**src/rtl/i2s_master_trx_if.sv**
```systemverilog
// ---------------------------------------------------------------------------
// i2s_master_trx_if
// Word-side bus of the I2S master transceiver: the stereo transmit pair with
// its handshake and the stereo receive pair with its strobe.
//
// Ports / signals:
//   tx_left, tx_right  stereo word pair to transmit (data_width bits each)
//   tx_valid           client presents a pair
//   tx_ready           transceiver holding register is empty
//   rx_left, rx_right  last received stereo pair
//   rx_valid           one-clk strobe, new pair on rx_left/rx_right
//
// Handshake: a pair transfers on every clk edge where tx_valid and tx_ready
// are both high; tx_left/tx_right only matter in that cycle, tx_valid may be
// withdrawn at any time, and tx_ready never depends on tx_valid. rx_valid
// has no backpressure.
//
// Modports: master = the transceiver, slave = the word-side client.
// ---------------------------------------------------------------------------
interface i2s_master_trx_if #(
   parameter int data_width = 24
);
   logic [data_width-1:0] tx_left;
   logic [data_width-1:0] tx_right;
   logic                  tx_valid;
   logic                  tx_ready;
   logic [data_width-1:0] rx_left;
   logic [data_width-1:0] rx_right;
   logic                  rx_valid;

   modport master (
      input  tx_left,
      input  tx_right,
      input  tx_valid,
      output tx_ready,
      output rx_left,
      output rx_right,
      output rx_valid
   );

   modport slave (
      output tx_left,
      output tx_right,
      output tx_valid,
      input  tx_ready,
      input  rx_left,
      input  rx_right,
      input  rx_valid
   );
endinterface

```
**src/rtl/i2s_master_trx.sv**
```systemverilog
// ---------------------------------------------------------------------------
// i2s_master_trx
// Full-duplex I2S master on the system clock. bclk and lrclk come from an
// internal divider; one stereo pair is serialised per frame from a single
// entry holding register, and one stereo pair is deserialised from sdin.
// Framing is selectable per frame: I2S (MSB one bclk after the lrclk edge)
// or left-justified (MSB on the lrclk edge).
//
// Parameters:
//   data_width  bits per channel word, 2 <= data_width <= slot_width-1
//   slot_width  bclk periods per channel slot (frame = 2*slot_width)
//   bclk_div    clk cycles per bclk half period, >= 2
//
// Ports:
//   clk, reset_n   system clock, synchronous active-low reset
//   fmt            0 = I2S, 1 = left-justified (sampled at each frame start)
//   bus            word-side interface (tx pair + handshake, rx pair + strobe)
//   bclk, lrclk    bit clock, word select (0 = left, 1 = right)
//   sdout, sdin    serial data out / in
//
// Optional build macro I2S_MASTER_TRX_STATUS_EN adds:
//   status_clr     clears tx_underrun
//   tx_underrun    sticky flag, set at every frame start with no pair held
// ---------------------------------------------------------------------------
module i2s_master_trx #(
   parameter int data_width = 24,
   parameter int slot_width = 32,
   parameter int bclk_div   = 4
) (
   input  logic             clk,
   input  logic             reset_n,
   input  logic             fmt,
   i2s_master_trx_if.master bus,
   output logic             bclk,
   output logic             lrclk,
   output logic             sdout,
   input  logic             sdin
`ifdef I2S_MASTER_TRX_STATUS_EN
   ,
   input  logic             status_clr,
   output logic             tx_underrun
`endif
);

   localparam int frame_len = 2 * slot_width;
   localparam int fw        = $clog2(frame_len);
   localparam int cw        = $clog2(bclk_div);

   localparam logic [fw-1:0] f_last   = fw'(frame_len - 1);
   localparam logic [fw-1:0] slot_w   = fw'(slot_width);
   localparam logic [cw-1:0] cnt_last = cw'(bclk_div - 1);

   // Position of a frame bit inside its channel slot.
   function automatic int slot_pos(input logic [fw-1:0] fpos);
      int p;
      p = int'(fpos);
      if (p >= slot_width) p = p - slot_width;
      return p;
   endfunction

   // Word bit carried at slot position s, or -1 for a padding position.
   // I2S delays the MSB by one bclk; left-justified puts it at s=0.
   function automatic int word_idx(input int s, input logic fm);
      int k;
      k = fm ? s : s - 1;
      if (k >= 0 && k < data_width) return data_width - 1 - k;
      return -1;
   endfunction

   logic [cw-1:0]         cnt;
   logic [fw-1:0]         f;
   logic [fw-1:0]         f_next;
   logic                  div_hit;
   logic                  fall;
   logic                  rise;
   logic                  load;
   logic                  full;
   logic                  fmt_r;
   logic                  fmt_use;
   logic [data_width-1:0] hold_l;
   logic [data_width-1:0] hold_r;
   logic [data_width-1:0] tx_l;
   logic [data_width-1:0] tx_r;
   logic [data_width-1:0] left_use;
   logic [data_width-1:0] right_use;
   logic [data_width-1:0] tx_word;
   logic [data_width-1:0] rx_l_sh;
   logic [data_width-1:0] rx_r_sh;
   logic [data_width-1:0] rx_l_nxt;
   logic [data_width-1:0] rx_r_nxt;
   logic                  tx_bit;
   int                    tx_idx;
   int                    rx_idx;

   assign bus.tx_ready = ~full;

   always_comb begin
      div_hit = (cnt == cnt_last);
      // bclk is about to toggle: from 1 that is a fall, from 0 a rise.
      fall    = div_hit & bclk;
      rise    = div_hit & ~bclk;
      f_next  = (f == f_last) ? '0 : f + fw'(1);
      load    = fall & (f_next == '0);

      // On the frame-start edge the new word pair and format take effect
      // immediately, so the f=0 bit already uses them.
      fmt_use   = load ? fmt : fmt_r;
      left_use  = tx_l;
      right_use = tx_r;
      if (load) begin
         left_use  = full ? hold_l : '0;
         right_use = full ? hold_r : '0;
      end

      tx_word = (f_next < slot_w) ? left_use : right_use;
      tx_idx  = word_idx(slot_pos(f_next), fmt_use);
      tx_bit  = 1'b0;
      for (int i = 0; i < data_width; i++) begin
         if (i == tx_idx) tx_bit = tx_word[i];
      end

      // Receive uses the current f and the format latched for this frame;
      // the merged value also feeds the output on the last bit of the frame.
      rx_idx   = word_idx(slot_pos(f), fmt_r);
      rx_l_nxt = rx_l_sh;
      rx_r_nxt = rx_r_sh;
      if (rise) begin
         for (int i = 0; i < data_width; i++) begin
            if (i == rx_idx) begin
               if (f < slot_w) rx_l_nxt[i] = sdin;
               else            rx_r_nxt[i] = sdin;
            end
         end
      end
   end

   always_ff @(posedge clk) begin
      if (!reset_n) begin
         cnt          <= '0;
         bclk         <= 1'b0;
         lrclk        <= 1'b1;
         sdout        <= 1'b0;
         f            <= f_last;
         full         <= 1'b0;
         fmt_r        <= 1'b0;
         hold_l       <= '0;
         hold_r       <= '0;
         tx_l         <= '0;
         tx_r         <= '0;
         rx_l_sh      <= '0;
         rx_r_sh      <= '0;
         bus.rx_left  <= '0;
         bus.rx_right <= '0;
         bus.rx_valid <= 1'b0;
      end else begin
         cnt <= div_hit ? '0 : cnt + cw'(1);
         if (div_hit) bclk <= ~bclk;

         if (fall) begin
            f     <= f_next;
            lrclk <= (f_next >= slot_w);
            sdout <= tx_bit;
         end

         if (load) begin
            fmt_r <= fmt;
            tx_l  <= left_use;
            tx_r  <= right_use;
         end

         // Accept only into an empty register; a load only empties a full
         // one, so the two never collide. An accept on an underrun load
         // edge waits for the next frame.
         if (bus.tx_valid && !full) begin
            full   <= 1'b1;
            hold_l <= bus.tx_left;
            hold_r <= bus.tx_right;
         end else if (load) begin
            full <= 1'b0;
         end

         rx_l_sh <= rx_l_nxt;
         rx_r_sh <= rx_r_nxt;

         bus.rx_valid <= 1'b0;
         if (rise && f == f_last) begin
            bus.rx_left  <= rx_l_nxt;
            bus.rx_right <= rx_r_nxt;
            bus.rx_valid <= 1'b1;
         end
      end
   end

`ifdef I2S_MASTER_TRX_STATUS_EN
   // Set has priority over clear.
   always_ff @(posedge clk) begin
      if (!reset_n) begin
         tx_underrun <= 1'b0;
      end else if (load && !full) begin
         tx_underrun <= 1'b1;
      end else if (status_clr) begin
         tx_underrun <= 1'b0;
      end
   end
`endif

endmodule

```
**src/flat_wrapper.sv**
```systemverilog
// flat-port wrapper written by rule: the top's interface ports become plain ports
module i2s_master_trx_flat 
#(
   parameter int data_width = 24,
   parameter int slot_width = 32,
   parameter int bclk_div   = 4
)
  (clk, reset_n, fmt, bclk, lrclk, sdout, sdin, bus_tx_left, bus_tx_right, bus_tx_valid, bus_tx_ready, bus_rx_left, bus_rx_right, bus_rx_valid);
  i2s_master_trx_if #(.data_width(data_width)) bus_i ();
  input  logic clk;
  input  logic reset_n;
  input  logic fmt;
  output logic bclk;
  output logic lrclk;
  output logic sdout;
  input  logic sdin;
  input wire logic [$bits(bus_i.tx_left)-1:0] bus_tx_left;
  input wire logic [$bits(bus_i.tx_right)-1:0] bus_tx_right;
  input wire logic [$bits(bus_i.tx_valid)-1:0] bus_tx_valid;
  output wire logic [$bits(bus_i.tx_ready)-1:0] bus_tx_ready;
  output wire logic [$bits(bus_i.rx_left)-1:0] bus_rx_left;
  output wire logic [$bits(bus_i.rx_right)-1:0] bus_rx_right;
  output wire logic [$bits(bus_i.rx_valid)-1:0] bus_rx_valid;
  assign bus_i.tx_left = bus_tx_left;
  assign bus_i.tx_right = bus_tx_right;
  assign bus_i.tx_valid = bus_tx_valid;
  assign bus_tx_ready = bus_i.tx_ready;
  assign bus_rx_left = bus_i.rx_left;
  assign bus_rx_right = bus_i.rx_right;
  assign bus_rx_valid = bus_i.rx_valid;
  i2s_master_trx #(.data_width(data_width), .slot_width(slot_width), .bclk_div(bclk_div)) u_core (.clk(clk), .reset_n(reset_n), .fmt(fmt), .bus(bus_i), .bclk(bclk), .lrclk(lrclk), .sdout(sdout), .sdin(sdin));
endmodule
```
**config.mk**
```make
export PLATFORM = sky130hd
export DESIGN_NAME = i2s_master_trx_flat
export DESIGN_NICKNAME = d
export VERILOG_FILES = /design/src/rtl/i2s_master_trx_if.sv /design/src/rtl/i2s_master_trx.sv /design/src/flat_wrapper.sv
export SDC_FILE = /design/constraint.sdc
export NUM_CORES = 1
export LEC_CHECK = 0
export CORE_MARGIN = 1.5
export CORE_UTILIZATION = 55
export CTS_BUF_LIST = sky130_fd_sc_hd__clkbuf_16
export CTS_CLUSTER_DIAMETER = 80
export DETAILED_ROUTE_END_ITERATION = 12
export PLACE_DENSITY = 0.78
export RECOVER_POWER = 25
export SYNTH_ARGS = -nofsm -noshare
export SYNTH_HDL_FRONTEND = slang
export SYNTH_SLANG_ARGS = --single-unit
export TNS_END_PERCENT = 5
```
**constraint.sdc**
```tcl
create_clock -name clk -period 10.4 [get_ports clk]
set_clock_uncertainty 0.05 [all_clocks]
set_input_delay 2.08 -clock clk [delete_from_list [all_inputs] [get_ports clk]]
set_output_delay 2.08 -clock clk [all_outputs]
set_load 0.02 [all_outputs]
```
After elaboration in Yosys (flattened, before gate mapping):

Cells that the tools add are included.

* add/sub/neg operators: 8
* magnitude comparators: 9
* equal/unequal tests: 48
* muxes and demuxes: 142
* bitwise operators: 6
* reduce and logical (&&, ||, !) cells: 10

Operator list (count)
* $eq 5x32->1 const A: 16
* $eq 6x32->1 const A: 16
* $eq 4x32->1 const A: 8
* $mux 32: 8
* $mux 24: 7
* $eq 3x32->1 const A: 4
* $mux 1: 126
* $eq 2x32->1 const A: 2
* $ge 32x1->1 const B: 2
* $logic_not 32->1: 2
* $lt 32x6->1 const B: 2
* $sub 32x2->32 const B: 2
* $sub 6x32->32 const A: 2
* $ge 6x6->1 const B: 3
* $sub 6x6->7 const B: 2
* $lt 6x6->1 const B: 2
* $add 6x1->6 const B: 1
* $eq 6x6->1 const B: 1
* $logic_not 6->1: 1
* $mux 6: 1
* $logic_and 1x1->1: 4
* $and 1x1->1: 3
* $not 1->1: 3
* $add 2x1->2 const B: 1
* 4 further kinds: 4

* register bits: 206
* bits of input ports: 53
* output and inout bits: 53
* word-level logic and storage cells: 239

Depth between registers and ports, before layout:

* word-level depth: 35
* gate-level depth with buffers: 20
* depth with buffers taken out: 17

Worst setup path before layout:

No wires, ideal clock.

* path kind: input to register
* from: input port fmt
* to: register u_core.sdout
* library setup time: 0.096 ns
* arrival: 4.820 ns
* data required time: 10.254 ns
* setup slack: 5.434 ns
* stages: 15
* buffers on the path: 0
* path through: nand3_1 -> nor2_1 -> a22o_4 -> or3_1 -> and2_4 -> inv_1 -> ha_1 -> nor3_1 -> xor2_1 -> mux2_2 -> nand2b_1 -> nor4_1 -> nand3_1 -> and4_1 -> o41ai_2

* cells in the longest elaborated chain, start to end: 31
* elaborated cells between the ends (all ways): 57
* those cells by class: add/sub (1); order compare (2); eq/ne (23); mux (29); reduce/logical (2)

RTL lines
* from (decl): RTL line flat_wrapper.sv:12 `input logic fmt;`
* $mux 1 *: RTL line i2s_master_trx.sv:107 `fmt_use = load ? fmt : fmt_r;`
* $mux 32 *: RTL line i2s_master_trx.sv:65 `k = fm ? s : s - 1;`
* $ge 32x1->1 or $lt 32x6->1 (tied branches): RTL line i2s_master_trx.sv:66 `if (k >= 0 && k < data_width) return data_width - 1 - k;`
* $logic_and 1x1->1: RTL line i2s_master_trx.sv:66
* $mux 32 or $mux 1 (tied branches): RTL line i2s_master_trx.sv:66
* $mux 32 *: RTL line i2s_master_trx.sv:67 `return -1;`
* $logic_not 32->1: RTL line i2s_master_trx.sv:119 `if (i == tx_idx) tx_bit = tx_word[i];`
* $mux 1 (23 in a row): RTL line i2s_master_trx.sv:119
* $mux 1 *: RTL line i2s_master_trx.sv:119
* to (signal assigned): RTL line i2s_master_trx.sv:162 `sdout <= tx_bit;`
* to (decl): RTL line i2s_master_trx.sv:36 `output logic sdout,`

Mark *: on every way between the ends. The rest lies on a longest branch, timed or not.
A chain may end at the register's enable or synchronous reset.

Worst setup path after layout:

* from: register u_core.f[0]
* to: register u_core.sdout

* cells in the longest elaborated chain, start to end: 35
* elaborated cells between the ends (all ways): 70
* those cells by class: add/sub (4); order compare (4); eq/ne (24); mux (34); bitwise (1); reduce/logical (3)

RTL lines
* from (decl): RTL line i2s_master_trx.sv:71 `logic [fw-1:0] f;`
* from (signal assigned): RTL line i2s_master_trx.sv:143 `f <= f_last;`
* from (signal assigned): RTL line i2s_master_trx.sv:160 `f <= f_next;`
* $add 6x1->6 or $eq 6x6->1 (tied branches): RTL line i2s_master_trx.sv:102 `f_next = (f == f_last) ? '0 : f + fw'(1);`
* $mux 6 *: RTL line i2s_master_trx.sv:102
* $sub 6x6->7 (tied with other cells): RTL line i2s_master_trx.sv:57 `if (p >= slot_width) p = p - slot_width;`
* $mux 32 or $and 1x1->1 (tied branches): RTL line i2s_master_trx.sv:57, i2s_master_trx.sv:103
* $sub 32x2->32 or $mux 1 (tied branches): RTL line i2s_master_trx.sv:65, i2s_master_trx.sv:107
* $mux 32: RTL line i2s_master_trx.sv:65
* $ge 32x1->1 or $lt 32x6->1 (tied branches): RTL line i2s_master_trx.sv:66
* $logic_and 1x1->1: RTL line i2s_master_trx.sv:66
* $mux 32 or $mux 1 (tied branches): RTL line i2s_master_trx.sv:66
* $mux 32: RTL line i2s_master_trx.sv:67
* $logic_not 32->1: RTL line i2s_master_trx.sv:119
* $mux 1 (23 in a row): RTL line i2s_master_trx.sv:119
* $mux 1 *: RTL line i2s_master_trx.sv:119

Marked as above.

==> metrics.md <==
| Metric | Value |
|---|---|
| Status | `finished, violations left` |
| Setup Fix Bufs, Post-CTS | `0` |
| Port bufs | `approximately 110` |
| End-of-flow core utilization | `0.672` |
| DIE HEIGHT | `136 µm` |
| Ant diodes | `0` |
| Ports | `106` |
| Hold Vio Cnt, Final | `0` |
| Die span in x | `approximately 140 µm` |
| Routed wire length | `24.8 mm` |
| Largest cells by area after synthesis | `dfxtp_1 42%, nand2_1 7.7%, mux2i_1 6.5%` |
| Setup CP Type | `reg2reg` |
| Worst rel slew slack | `-0.987` |
| First-pass GRT wire length | `~41 mm` |
| DR iter-0 viols | `830` |
| Crit path max fanout | `58` |
| Routability cong. | `around 0.9` |
| Die area | `18600 µm²` |
| Worst setup EP type | `flip-flop` |
| Setup TNS Final | `0 ns` |
| Post-synthesis cell type count | `74` |
| Worst Min Path Start | `u_core.cnt[0]$_SDFF_PP0_` |
| Gate Count Post-Synth | `~1200` |
| CP Data Required Time | `10.75 ns` |
| Vias in the first global route | `between 8000 and 9000` |
| Hold-fix buffers, CTS | `0` |
| Initial antenna violation count | `0` |
| Post-DR wirelength/cell | `16.1 µm` |
| Most frequent cell after synthesis | `dfxtp_1` |
| Detailed Place HPWL | `between 15 and 20 mm` |
| #FFs+latches synth | `roughly 210` |
| Insertion delay to the later sink of the worst-skew pair | `slightly above 0.5 ns` |
| R2R Path Start | `u_core.f[0]$_SDFFE_PN1P_` |
| CTS clk-pin slew, worst paths | `~0.06 ns` |
| Final Setup Violations | `0` |
| Share of cells above drive strength 1 | `0.0466` |
| Clk root buf | `clkbuf_16` |
| EDFF count, synth | `0` |
| Cell Rows | `48` |
| Initial Util | `0.564` |
| Largest net degree at the start of global routing | `roughly 120` |
| Dominant cell type by area after synthesis | `dfxtp_1` |
| Area share of the leading cell type in the synthesized netlist | `0.421` |
| Post-Synth XOR/XNOR Area | `0.0116` |
| Synth top cells by count | `206 x dfxtp_1, 200 x nand2_1, 164 x nor2_1` |
| Antenna-violating nets left | `0` |
| Maxcap violations | `2` |
| Compound-Gate Fraction of Synth Area | `0.168` |
| DRC errors left | `0` |
| Fin nets | `between 1000 and 1500` |
| Largest family of logic cells by synthesized area | `simple AND/OR/NAND/NOR gates` |
| Hold crit path type | `reg2reg` |
| Critical Path Source Type | `flip-flop` |
| Layout area overhead | `19.1%` |
| Ys flop type | `dfxtp_1` |
| Reg2reg end | `u_core.sdout$_SDFFE_PN0P_` |
| Post_cts resized | `0` |
| Pwr dens | `approximately 160 nW/µm²` |
| Sink Count | `206` |
| Tot GR Track Use | `0.269` |
| Peak Freq | `~160 MHz` |
| Reg2reg setup slack | `around 4.3 ns` |
| Worst VDD drop | `around 0.13 mV` |
| Ratio of final minimum period to clock period | `0.586` |
| Clock buffer depth | `3` |
| Pleak | `4.30 nW` |
| Routed vias | `around 8900` |
| RSZ-0062 raised after global routing | `no` |
| Vias per cell | `approximately 5.8` |
| Grt ovf | `0` |
| Worst-Margin Slew | `approximately 3.0 ns` |
| Worst Hold Depth | `1` |
| Final Slew Violations | `108` |
| Mapped Avg Cell Area | `approximately 8.0 µm²` |
| YS warnings | `0` |
| Mapped Area | `9790 µm²` |
| Fin crit period | `6.10 ns` |
| Post-synthesis adder-cell area fraction | `0.0340` |
| Sequential area share after synthesis | `0.421` |
| H-tree Lvls | `1` |
| Arr. time, crit path | `6.45 ns` |
| Failing checks | `max-capacitance violations, max-slew violations` |
| Cell depth of the worst flop-to-flop path | `11` |
| Synth Area in Simple Gates | `0.248` |
| CORE AREA | `between 15000 and 20000 µm²` |
| Worst min-delay path endpoint | `u_core.cnt[0]$_SDFF_PP0_` |
| 1st-pass router iterations | `5` |
| TritonCTS clock tree | `built` |
| CTS Buf Count | `22` |
| Fillcell total | `1497` |
| Mux cell area share after synthesis | `0.0724` |
| Async SR Flop Fraction | `0` |
==> worst max path at each step <==
stage / from / endpoint / slack, ns / cells past startpoint
global placement: fmt / u_core.sdout$_SDFFE_PN0P_ / 4.53 / 16
finish: u_core.f[0]$_SDFFE_PN1P_ / u_core.sdout$_SDFFE_PN0P_ / 4.30 / 11
floorplan: fmt / u_core.sdout$_SDFFE_PN0P_ / 5.43 / 15
detailed placement: fmt / u_core.sdout$_SDFFE_PN0P_ / 4.49 / 16
CTS: fmt / u_core.sdout$_SDFFE_PN0P_ / 4.97 / 16
global route: u_core.f[0]$_SDFFE_PN1P_ / u_core.sdout$_SDFFE_PN0P_ / 3.82 / 12
==> cell type report <==
| class | count | area (µm²) | share of cell area |
|---|---|---|---|
| flip-flops and latches | 206 | 4120 | 0.354 |
| repair buffers | 116 | 1130 | 0.0969 |
| clock buffers | 22 | 551 | 0.0472 |
| well taps | 225 | 282 | 0.0242 |
| clock inverters | 18 | 213 | 0.0182 |
| multi-input cells | 934 | 5300 | 0.455 |
| inverters | 13 | 53.8 | 0.00462 |
==> sequential cells by signal, indices dropped and copies added, names as in the netlist <==
register,cells
u_core.bus.rx_right,24
u_core.lrclk,1
u_core.sdout,1
u_core.rx_r_sh,24
u_core.tx_r,24
u_core.f,6
u_core.hold_r,24
u_core.bclk,1
u_core.fmt_r,1
u_core.hold_l,24
u_core.rx_l_sh,24
u_core.bus.rx_left,24
u_core.cnt,2
u_core.full,1
u_core.bus.rx_valid,1
u_core.tx_l,24
==> where the power goes <==
part | total (mW) | leakage [nW] | switching [mW] | internal [mW]
logic | 0.176 | 2.25 | 0.101 | 0.0751
clock network | 0.815 | 0.380 | 0.325 | 0.490
registers | 0.832 | 1.67 | 0.0163 | 0.815
==> cells in the final DEF (no fill, tap or decap), types with 5 or more instances in the layout <==
master           netlist  layout
mux2i_1               64      64
ha_1                  25      25
o21ai_0               18      18
and3_1                 9       9
nor2_1               164     164
clkdlybuf4s50_1        0      96
dfxtp_1              206     206
a21oi_1              117     117
nor3b_1                5       5
dlygate4sd3_1          0       9
clkbuf_16              0      22
o31ai_1                5       5
inv_1                  8      12
and2_1                17      17
nand3_1               82      82
nand4_1                8       8
o211ai_1               5       5
nor4_1                 7       7
a211oi_1              59      60
nand2_1              200     200
nor3_1                28      27
mux2_2                 6       6
buf_4                  0      10
conb_1                 1      19
xnor2_1                9       9
a311o_1                5       5
clkinv_1               2       5
a31oi_1               11      11
==> per-layer routing <==
layer / GRT usage / wire length [µm]
met1: 0.410 / 11900
met2: 0.398 / 10700
met3: 0.0313 / 1590
met4: 0.0768 / 549
met5: 0 / 0
==> logic make-up after synthesis <==
family / Yosys count
adders and majority gates: 27
other: 1
xor gates and xnor gates: 13
and+or+nand+nor: 549
buffers and inverters: 107
AOI/OAI and AO/OA: 256
muxes: 70
DFF: 206
==> metrics by stage <==
step,setup slack (ns),cell area [µm²],power (mW),hold WS (ns),instances
2_1_floorplan,5.43,9860,0.952,0.348,1247
3_3_place_gp,4.53,10900,1.02,0.358,1494
3_5_place_dp,4.49,10900,1.02,0.366,1494
4_1_cts,4.97,11700,1.83,0.378,1534
5_1_grt,3.82,11700,1.88,0.418,1534
6_report,4.30,11700,1.82,0.372,1534
==> critical path, cell delays in order, from the launching register on <==
cell and delay [ns]:
dfxtp_1 0.74, ha_1 0.52, nand2_1 0.13, o22a_1 0.29, a211oi_1 0.42, clkbuf_1 1.97, a31oi_1 0.40, maj3_1 0.49
a211oi_1 0.32, o31ai_1 0.12, and4_1 0.21, o41ai_2 0.30
No activity file was read; power rests on OpenSTA's default activity.
